[src/rtl/lpc_pkg.sv]
// Shared types and defaults for the LPC encode stage sequencer and its memory-select mux.
package lpc_pkg;

    typedef enum logic [2:0] {
        ST_IDLE   = 3'd0,
        ST_LAUNCH = 3'd1,
        ST_RUN    = 3'd2,
        ST_DONE   = 3'd3,
        ST_ERR    = 3'd4
    } state_t;

    // Stage 2 (inverse filter) reads coefficients; earlier stages read autocorrelation.
    localparam logic [5:0] DEF_SEL_MAP  = {2'h1, 2'h0, 2'h0};
    localparam logic [1:0] DEF_IDLE_SEL = 2'h2;
    localparam logic [2:0] DEF_XSEL_MAP = 3'b100;

    function automatic int unsigned clog2(input int unsigned n);
        int unsigned r;
        r = 0;
        while ((32'd1 << r) < n) r++;
        return r;
    endfunction

    // Index width that stays legal for a single-stage chain.
    function automatic int unsigned idx_w(input int unsigned n);
        return (n > 1) ? clog2(n) : 1;
    endfunction

endpackage

[src/rtl/lpc_stage_watchdog.sv]
// Per-stage watchdog: counts RUN cycles and flags expiry one cycle before the limit is reached.
module lpc_stage_watchdog #(
    parameter int unsigned CNT_W = 16
) (
    input  logic             clk,
    input  logic             reset,
    input  logic             clear,
    input  logic             enable,
    input  logic [CNT_W-1:0] limit,
    output logic             expire
);

    logic [CNT_W-1:0] wdog;

    always_ff @(posedge clk) begin
        if (reset || clear)
            wdog <= '0;
        else if (enable)
            wdog <= wdog + CNT_W'(1);
    end

    // A zero limit disables the watchdog entirely.
    assign expire = enable && (limit != '0) && (wdog == limit - CNT_W'(1));

endmodule

[src/rtl/lpc_stage_sequencer.sv]
// Top-level LPC pipeline sequencer: launches each stage in turn, waits for its ready,
// drives the shared-memory selects and handles continuous runs, abort and watchdog errors.
module lpc_stage_sequencer
    import lpc_pkg::*;
#(
    parameter int unsigned                  NUM_STAGES = 3,
    parameter int unsigned                  SEL_W      = 2,
    parameter logic [NUM_STAGES*SEL_W-1:0]  SEL_MAP    = DEF_SEL_MAP,
    parameter logic [SEL_W-1:0]             IDLE_SEL   = DEF_IDLE_SEL,
    parameter logic [NUM_STAGES-1:0]        XSEL_MAP   = DEF_XSEL_MAP,
    parameter int unsigned                  CNT_W      = 16,
    localparam int unsigned                 STG_W      = idx_w(NUM_STAGES)
) (
    input  logic                  clk,
    input  logic                  reset,
    input  logic                  start,
    input  logic                  abort,
    input  logic                  continuous,
    input  logic [CNT_W-1:0]      timeout_limit,
    input  logic [NUM_STAGES-1:0] stage_ready,
    output logic [NUM_STAGES-1:0] stage_reset,
    output logic [NUM_STAGES-1:0] stage_active,
    output logic [SEL_W-1:0]      a_rsel_sel,
    output logic                  x_raddr_sel,
    output logic                  busy,
    output logic                  done,
    output logic                  error,
    output logic [STG_W-1:0]      err_stage,
    output logic [CNT_W-1:0]      frame_count
);

    localparam logic [STG_W-1:0] LAST = STG_W'(NUM_STAGES - 1);

    state_t                  state, nxt_state;
    logic [STG_W-1:0]        stg, nxt_stg;
    logic [NUM_STAGES-1:0]   nxt_reset, nxt_active;
    logic [SEL_W-1:0]        nxt_sel;
    logic                    nxt_x, nxt_busy, nxt_done;
    logic                    frame_inc, err_set, launch_new, expire;

    function automatic logic [NUM_STAGES-1:0] onehot(input logic [STG_W-1:0] i);
        return NUM_STAGES'(1) << i;
    endfunction

    lpc_stage_watchdog #(.CNT_W(CNT_W)) u_wdog (
        .clk    (clk),
        .reset  (reset),
        .clear  (state == ST_LAUNCH),
        .enable (state == ST_RUN),
        .limit  (timeout_limit),
        .expire (expire)
    );

    // Priority inside RUN: abort, then ready, then watchdog expiry.
    always_comb begin
        nxt_state = state;
        nxt_stg   = stg;
        nxt_reset = '0;
        nxt_done  = 1'b0;
        frame_inc = 1'b0;
        err_set   = 1'b0;
        case (state)
            ST_IDLE, ST_DONE, ST_ERR: begin
                if (start) begin
                    nxt_state = ST_LAUNCH;
                    nxt_stg   = '0;
                end else if (state == ST_DONE) begin
                    nxt_state = ST_IDLE;
                end
            end
            ST_LAUNCH: begin
                if (abort) begin
                    nxt_state = ST_IDLE;
                    nxt_reset = '1;
                end else begin
                    nxt_state = ST_RUN;
                end
            end
            ST_RUN: begin
                if (abort) begin
                    nxt_state = ST_IDLE;
                    nxt_reset = '1;
                end else if (stage_ready[stg]) begin
                    if (stg == LAST) begin
                        frame_inc = 1'b1;
                        nxt_done  = 1'b1;
                        if (continuous) begin
                            nxt_state = ST_LAUNCH;
                            nxt_stg   = '0;
                        end else begin
                            nxt_state = ST_DONE;
                        end
                    end else begin
                        nxt_state = ST_LAUNCH;
                        nxt_stg   = stg + STG_W'(1);
                    end
                end else if (expire) begin
                    nxt_state = ST_ERR;
                    nxt_reset = onehot(stg);
                    err_set   = 1'b1;
                end
            end
            default: nxt_state = ST_IDLE;
        endcase
        if (nxt_state == ST_LAUNCH)
            nxt_reset = onehot(nxt_stg);
    end

    assign launch_new = start && (state == ST_IDLE || state == ST_DONE || state == ST_ERR);

    always_comb begin
        nxt_busy   = (nxt_state == ST_LAUNCH) || (nxt_state == ST_RUN);
        nxt_sel    = IDLE_SEL;
        nxt_x      = 1'b0;
        nxt_active = '0;
        if (nxt_busy) begin
            for (int unsigned k = 0; k < NUM_STAGES; k++) begin
                if (nxt_stg == STG_W'(k)) begin
                    nxt_sel       = SEL_MAP[k*SEL_W +: SEL_W];
                    nxt_x         = XSEL_MAP[k];
                    nxt_active[k] = 1'b1;
                end
            end
        end
    end

    always_ff @(posedge clk) begin
        if (reset) begin
            state        <= ST_IDLE;
            stg          <= '0;
            stage_reset  <= '0;
            stage_active <= '0;
            a_rsel_sel   <= IDLE_SEL;
            x_raddr_sel  <= 1'b0;
            busy         <= 1'b0;
            done         <= 1'b0;
            error        <= 1'b0;
            err_stage    <= '0;
            frame_count  <= '0;
        end else begin
            state        <= nxt_state;
            stg          <= nxt_stg;
            stage_reset  <= nxt_reset;
            stage_active <= nxt_active;
            a_rsel_sel   <= nxt_sel;
            x_raddr_sel  <= nxt_x;
            busy         <= nxt_busy;
            done         <= nxt_done;
            if (frame_inc)
                frame_count <= frame_count + CNT_W'(1);
            if (err_set) begin
                error     <= 1'b1;
                err_stage <= stg;
            end else if (launch_new) begin
                error <= 1'b0;
            end
        end
    end

endmodule

[config.mk]
export PLATFORM = sky130hd
export DESIGN_NAME = lpc_stage_sequencer
export DESIGN_NICKNAME = d
export VERILOG_FILES = /design/src/rtl/lpc_pkg.sv /design/src/rtl/lpc_stage_watchdog.sv /design/src/rtl/lpc_stage_sequencer.sv
export SDC_FILE = /design/constraint.sdc
export NUM_CORES = 1
export LEC_CHECK = 0
export ABC_CLOCK_PERIOD_IN_PS = 2640
export BUFFER_PORTS_ARGS = -buffer_cell sky130_fd_sc_hd__clkbuf_2
export CAP_MARGIN = 25
export CORE_MARGIN = 2
export CORE_UTILIZATION = 35
export DETAILED_ROUTE_END_ITERATION = 12
export PLACE_DENSITY_LB_ADDON = 0.25
export SYNTH_ARGS = -nofsm -noshare
export SYNTH_HDL_FRONTEND = slang
export SYNTH_SLANG_ARGS = --single-unit
[constraint.sdc]
create_clock -name clk -period 2.64 [get_ports clk]
set_input_delay 0.132 -clock clk [delete_from_list [all_inputs] [get_ports clk]]
set_output_delay 0.132 -clock clk [all_outputs]
set_load 0.02 [all_outputs]
# ---- After elaboration in Yosys (flattened, before gate mapping)
# Cells that the tools add are included.
dict set report classes {
  add_sub_neg 4
  n_lt_le_gt_ge 1
  n_eq_ne 10
  shift 2
  mux 39
  bitwise 1
  n_reduce_logical 13
}
# cell count
set op_table {}
lappend op_table {{$mux W3} 11}
lappend op_table {{$add A16 B1 Y16 const B} 2}
lappend op_table {{$mux W2} 10}
lappend op_table {{$eq A16 B16 Y1} 1}
lappend op_table {{$reduce_bool A16 Y1} 1}
lappend op_table {{$sub A16 B1 Y16 const B} 1}
lappend op_table {{$mux W1} 14}
lappend op_table {{$eq A3 B2 Y1 const B} 3}
lappend op_table {{$pmux W3 S3} 1}
lappend op_table {{$eq A3 B1 Y1 const B} 2}
lappend op_table {{$pmux W3 S2} 1}
lappend op_table {{$shl A1 B2 Y3 const A} 2}
lappend op_table {{$eq A2 B2 Y1 const B} 2}
lappend op_table {{$logic_or A1 B1 Y1} 4}
lappend op_table {{$pmux W2 S2} 1}
lappend op_table {{$eq A3 B3 Y1 const B} 1}
lappend op_table {{$logic_and A1 B1 Y1} 3}
lappend op_table {{$logic_not A3 Y1} 1}
lappend op_table {{$lt A2 B3 Y1 const B} 1}
lappend op_table {{$reduce_or A3 Y1} 1}
lappend op_table {{$add A2 B1 Y2 const B} 1}
lappend op_table {{$bmux W1 S2} 1}
lappend op_table {{$eq A2 B1 Y1 const B} 1}
lappend op_table {{$logic_not A2 Y1} 1}
lappend op_table {{other kinds (3)} 3}
dict set report totals {
  register_bits 51
  input_bits 24
  out_inout_bits 30
  elab_cells 82
}

# ---- Logic depth before layout (Yosys ltp)
dict set report depth {
  word_depth 11
  ltp_mapped 11
  depth_no_buf 10
}

# ---- By module
# From an unflattened synthesis, not the netlist that was laid out.
dict set report hier_totals {
  cells_unflattened 334
  hier_area_um2 2906.5
}
# mod instances cells_each area_each_um2
set modules_own_cells {}
lappend modules_own_cells {lpc_stage_sequencer 1 179 1672.9}
lappend modules_own_cells {lpc_stage_watchdog 1 155 1233.7}

# ---- Worst setup path after synthesis
# OpenSTA, ideal clock, no wires.
dict set report synth_path {
  kind {input to register}
  startpoint {input port timeout_limit[0]}
  endpoint {register stage_active[1]}
  setup_time_ns 0.116
  t_arrival_ns 2.689
  t_required_ns 2.524
  slack_ns -0.164
  stages 11
  path_buffers 1
  cell_sequence {inv_1 > ha_1 > or4b_1 > buf_6 > or4_4 > o211ai_2 > o211ai_1 > or4_4 > o21ai_2 > inv_2 > and3_1}
}
dict set report synth_via {
  elab_chain_cells 11
}
# element line_no
set synth_lines {}
lappend synth_lines {{from (decl)} lpc_stage_sequencer.sv:19} ;# input logic [CNT_W-1:0] timeout_limit,
lappend synth_lines {{$sub A16 B1 Y16 or $reduce_bool A16 Y1 (tied branches)} lpc_stage_watchdog.sv:23} ;# assign expire = enable && (limit != '0) && (wdog == limit - CNT_W'(1));
lappend synth_lines {{$eq A16 B16 Y1 or $logic_and A1 B1 Y1 (tied branches)} lpc_stage_watchdog.sv:23}
lappend synth_lines {{$logic_and A1 B1 Y1 *} lpc_stage_watchdog.sv:23}
lappend synth_lines {{$mux W3 *} lpc_stage_sequencer.sv:97} ;# end else if (expire) begin
lappend synth_lines {{$mux W3 *} lpc_stage_sequencer.sv:83} ;# end else if (stage_ready[stg]) begin
lappend synth_lines {{$mux W3 *} lpc_stage_sequencer.sv:80} ;# if (abort) begin
lappend synth_lines {{$pmux W3 S3 *} lpc_stage_sequencer.sv:62} ;# case (state)
lappend synth_lines {{$eq A3 B1 Y1 or $eq A3 B2 Y1 (tied branches)} lpc_stage_sequencer.sv:112} ;# nxt_busy = (nxt_state == ST_LAUNCH) || (nxt_state == ST_RUN);
lappend synth_lines {{$logic_or A1 B1 Y1 *} lpc_stage_sequencer.sv:112}
lappend synth_lines {{$not A1 Y1 (no line) *} --}
lappend synth_lines {{$reduce_or A2 Y1 (no line) *} --}
lappend synth_lines {{to (signal assigned)} lpc_stage_sequencer.sv:144} ;# stage_active <= nxt_active;
lappend synth_lines {{to (decl)} lpc_stage_sequencer.sv:22} ;# output logic [NUM_STAGES-1:0] stage_active,
# Every way passes the cells marked *; elsewhere a longest branch is shown, timed or not.
# A chain may end at the register's enable or synchronous reset.

# ---- Worst setup path after layout
dict set report layout_path {
  startpoint {input port timeout_limit[1]}
  endpoint {register stage_active[1]}
}
# The elaborated chain is that of the path after synthesis.

==> key figures <==
Worst setup path
  • FF-to-FF path depth: 8
  • Crit-path max FO: 4
  • Crit-path cells: clkbuf_2, inv_12, ha_4, or4b_4, or4_4, xor2_2, o211ai_1, or4_4, o21ai_4, inv_2, and3_1
  • CP max stage delay: between 0.5 and 0.6 ns
  • Crit path required time: around 2.9 ns
  • Crit-path most repeated cell: or4_4
  • CP Launch Type: input pin
  • Slowest CP cell: or4_4
  • Worst setup EP type: flop
  • Setup CP Type: in2reg
  • Critical R2R Launch: state[1]$_SDFF_PP0_
  • CP Data Arrival Time: between 2 and 3 ns
  • Critical R2R Capture: stage_active[0]$_SDFF_PP0_
  • Register-to-Register Setup Slack: 0.31 ns

Layout
  • Multi-input logic area: 0.001734 sq mm
  • Layout fillers: 780
  • Post-route cell area: 0.003483 sq mm
  • Final Util: 0.4508
  • # diodes: 0
  • Sequential cell area: 980.9 sq um
  • Share of cells above drive strength 1: 0.2695
  • Nets: 449
  • Layout area overhead: 24.51%
  • Non-Filler Instances: 525

Min path
  • Hold path startpoint: stage_ready[2]
  • Endpoint, Worst Hold: stage_reset[2]$_SDFF_PP0_
  • WHS Path Cells: 2
  • HP Class: in2reg

Drt
  • DR vias: 2656
  • Routed Antenna Nets: 0
  • Initial DRC Count: 85
  • Drt drc: 0
  • Vias/cell: 5.059
  • Pre-antenna DRT Iters: 4
  • WL final: 6.694 mm
  • Routed len/inst: 12.75 microns

GRT
  • Initial antenna violation count: 0
  • Total gr overflow: 0
  • Largest net degree at the start of global routing: 31
  • Vias in the first global route: 2539
  • Global-route wire length before repair: 11.59 mm
  • Global Route Usage Sum: 0.1609

Synth
  • Area leader, netlist: dfxtp_1
  • Syn Area/Cell: 8.086 sq um
  • Synth unique cells: 57
  • Post-synthesis sequential area ratio: 0.3506
  • Share of the synthesized area in the top cell type: 0.3506
  • Mapped Area: 0.002798 sq mm
  • Top cells by area, synth: dfxtp_1 35%, xor2_1 8.5%, nor2_1 5.8%, xnor2_1 5.6%, nand2_1 4.2%
  • Syn nets: 373
  • Count leader, synth: dfxtp_1
  • Top FF cell, synth: dfxtp_1
  • Post-synth EDFFs: 0
  • Syn Inst Count: 346
  • Asr flop ratio synth: 0
  • Ys Warns: 0
  • Post-synth top cells: 49 x dfxtp_1, 43 x nor2_1, 31 x nand2_1
  • Synth Register Bits: 49

STA
  • Fin crit share: 0.9506
  • Min Tclk post-route: 2.510 ns
  • Max_slew headroom: 0.4242
  • Slew @ Worst Pin: 0.8420 ns
  • Final Max Tran Viols: 0
  • Setup TNS: 0 ns
  • RSZ-0062 raised after global routing: false
  • Worst Skew: 0.01084 ns
  • Max Clk Rate: 398.5 MHz
  • PnR worst setup slack: ~0.13 ns
  • Hold Vio Cnt, Final: 0
  • Final setup violation count: 0

Job
  • Max Cap Viol: 0

Run status
  • Status: complete, no violations

Floorplanning
  • Initial Util: 0.3620
  • Die width: 93.41 microns
  • Core box area: 0.007727 sq mm
  • Die Area: 0.008724 sq mm
  • Ports: 54
  • Die Ht: 93.41 microns
  • Num rows: 32

Clock tree
  • H-Tree Depth: 2
  • CTS tree: yes
  • TritonCTS Buffers: 5
  • Clk sink count: 49
  • CTS Hold Bufs: 0
  • CTS max path bufs: 2
  • Worst-Skew Late Latency: a little over 0.3 ns
  • Clock transition at path regs: approximately 0.1 ns
  • Clock root cell: clkbuf_8

Placed design
  • Placed insts: 517
  • HPWL Detailed: 5.276 mm
  • Post-DP Area: 0.003374 sq mm
  • Port bufs: 53
  • Dpl ws: -0.2574 ns
  • GPL Wtd Cong: 0.8660

Power
  • Pleak: 1.368 nW
  • Worst VDD drop: approximately 0.0003 V
  • Pwr dens: 402.3 mW/mm^2
==> layer usage <==
layer	GRT usage	up-vias	wire (microns)
met3	0.03304	6	287
met1	0.2156	1223	3302
met5	0	-	0
met4	0.03554	0	59
met2	0.2668	47	3045
li1	-	1380	-
==> placed cells by master, fill, tap and decap left out, drive strengths merged, types with 14 or more instances in the layout <==
cell type / synthesis / routed
clkbuf: 7 / 58
dfxtp: 49 / 49
nor2: 43 / 43
nand2: 31 / 31
buf: 6 / 29
xor2: 27 / 27
o21ai: 20 / 20
xnor2: 18 / 18
a21oi: 15 / 15
nand3: 14 / 14
==> sequential cells by signal, summed over array words and instances (netlist names) <==
register      count
stage_active      2
err_stage         2
u_wdog.wdog      16
stg               2
busy              1
error             1
a_rsel_sel        2
frame_count      16
stage_reset       3
state             3
done              1
==> per-stage QoR <==
| step | power, mW | hold WS [ns] |
|---|---|---|
| 3_5_place_dp | 0.9525 | 0.3536 |
| 2_1_floorplan | 0.8689 | 0.2105 |
| 4_1_cts | 1.421 | 0.02283 |
| 5_1_grt | 1.479 | 0.02625 |
| 6_report | 1.401 | 0.03157 |
| 3_3_place_gp | 0.9507 | 0.3450 |
==> how the worst max path moves through the flow <==
stage	start	end	slack [ns]	cells past startpoint
after floorplan	timeout_limit[1]	stage_active[1]$_SDFF_PP0_	-0.06	11
after global placement	timeout_limit[1]	stage_active[1]$_SDFF_PP0_	-0.16	11
after detailed placement	timeout_limit[1]	stage_reset[0]$_SDFF_PP0_	-0.26	10
after CTS	timeout_limit[1]	stage_reset[0]$_SDFF_PP0_	0.07	10
after global routing	timeout_limit[1]	stage_reset[0]$_SDFF_PP0_	0.007	11
final	timeout_limit[1]	stage_active[1]$_SDFF_PP0_	0.13	11
==> cell type report <==
type	count	share of cell area
multi-input combinational	272	0.4978
sequential	49	0.2816
timing repair buffer	82	0.1386
tap	102	0.03664
clock buffer	5	0.01976
inverter	12	0.01796
clock inverter	3	0.007543
==> what timing repair did <==
| item | CTS | global route |
|---|---|---|
| endpoints found under the setup margin | 0 | 8 |
| setup buffers | 0 | 0 |
| resized for setup | 0 | 3 |
==> power breakdown <==
group / internal (mW) / leakage, nW / switching, mW
combinational: 0.0797 / 0.930 / 0.105
clock: 0.193 / 0.0423 / 0.271
sequential: 0.748 / 0.396 / 0.00506
total: 1.02 / 1.37 / 0.381
==> cell families (layout without fill, tap and decap cells) <==
kind of cell / count (synthesis) / after routing / synth area share
fa+ha+maj: 3 / 3 / 0.01342
flops: 49 / 49 / 0.3506
buf+inv: 25 / 102 / 0.04293
xor+xnor: 45 / 45 / 0.1409
simple gates: 161 / 161 / 0.3041
mux: 2 / 2 / 0.007156
compound gates: 61 / 61 / 0.1409
==> critical path: cells and delay by family <==
family / cells / cell delay (ns)
xor gates and xnor gates: 1 / 0.18
AOI/OAI and AO/OA: 2 / 0.26
adders and majority gates: 1 / 0.12
buffers and inverters: 3 / 0.28
and+or+nand+nor: 4 / 1.73
Power figures use the tool's default switching activity.
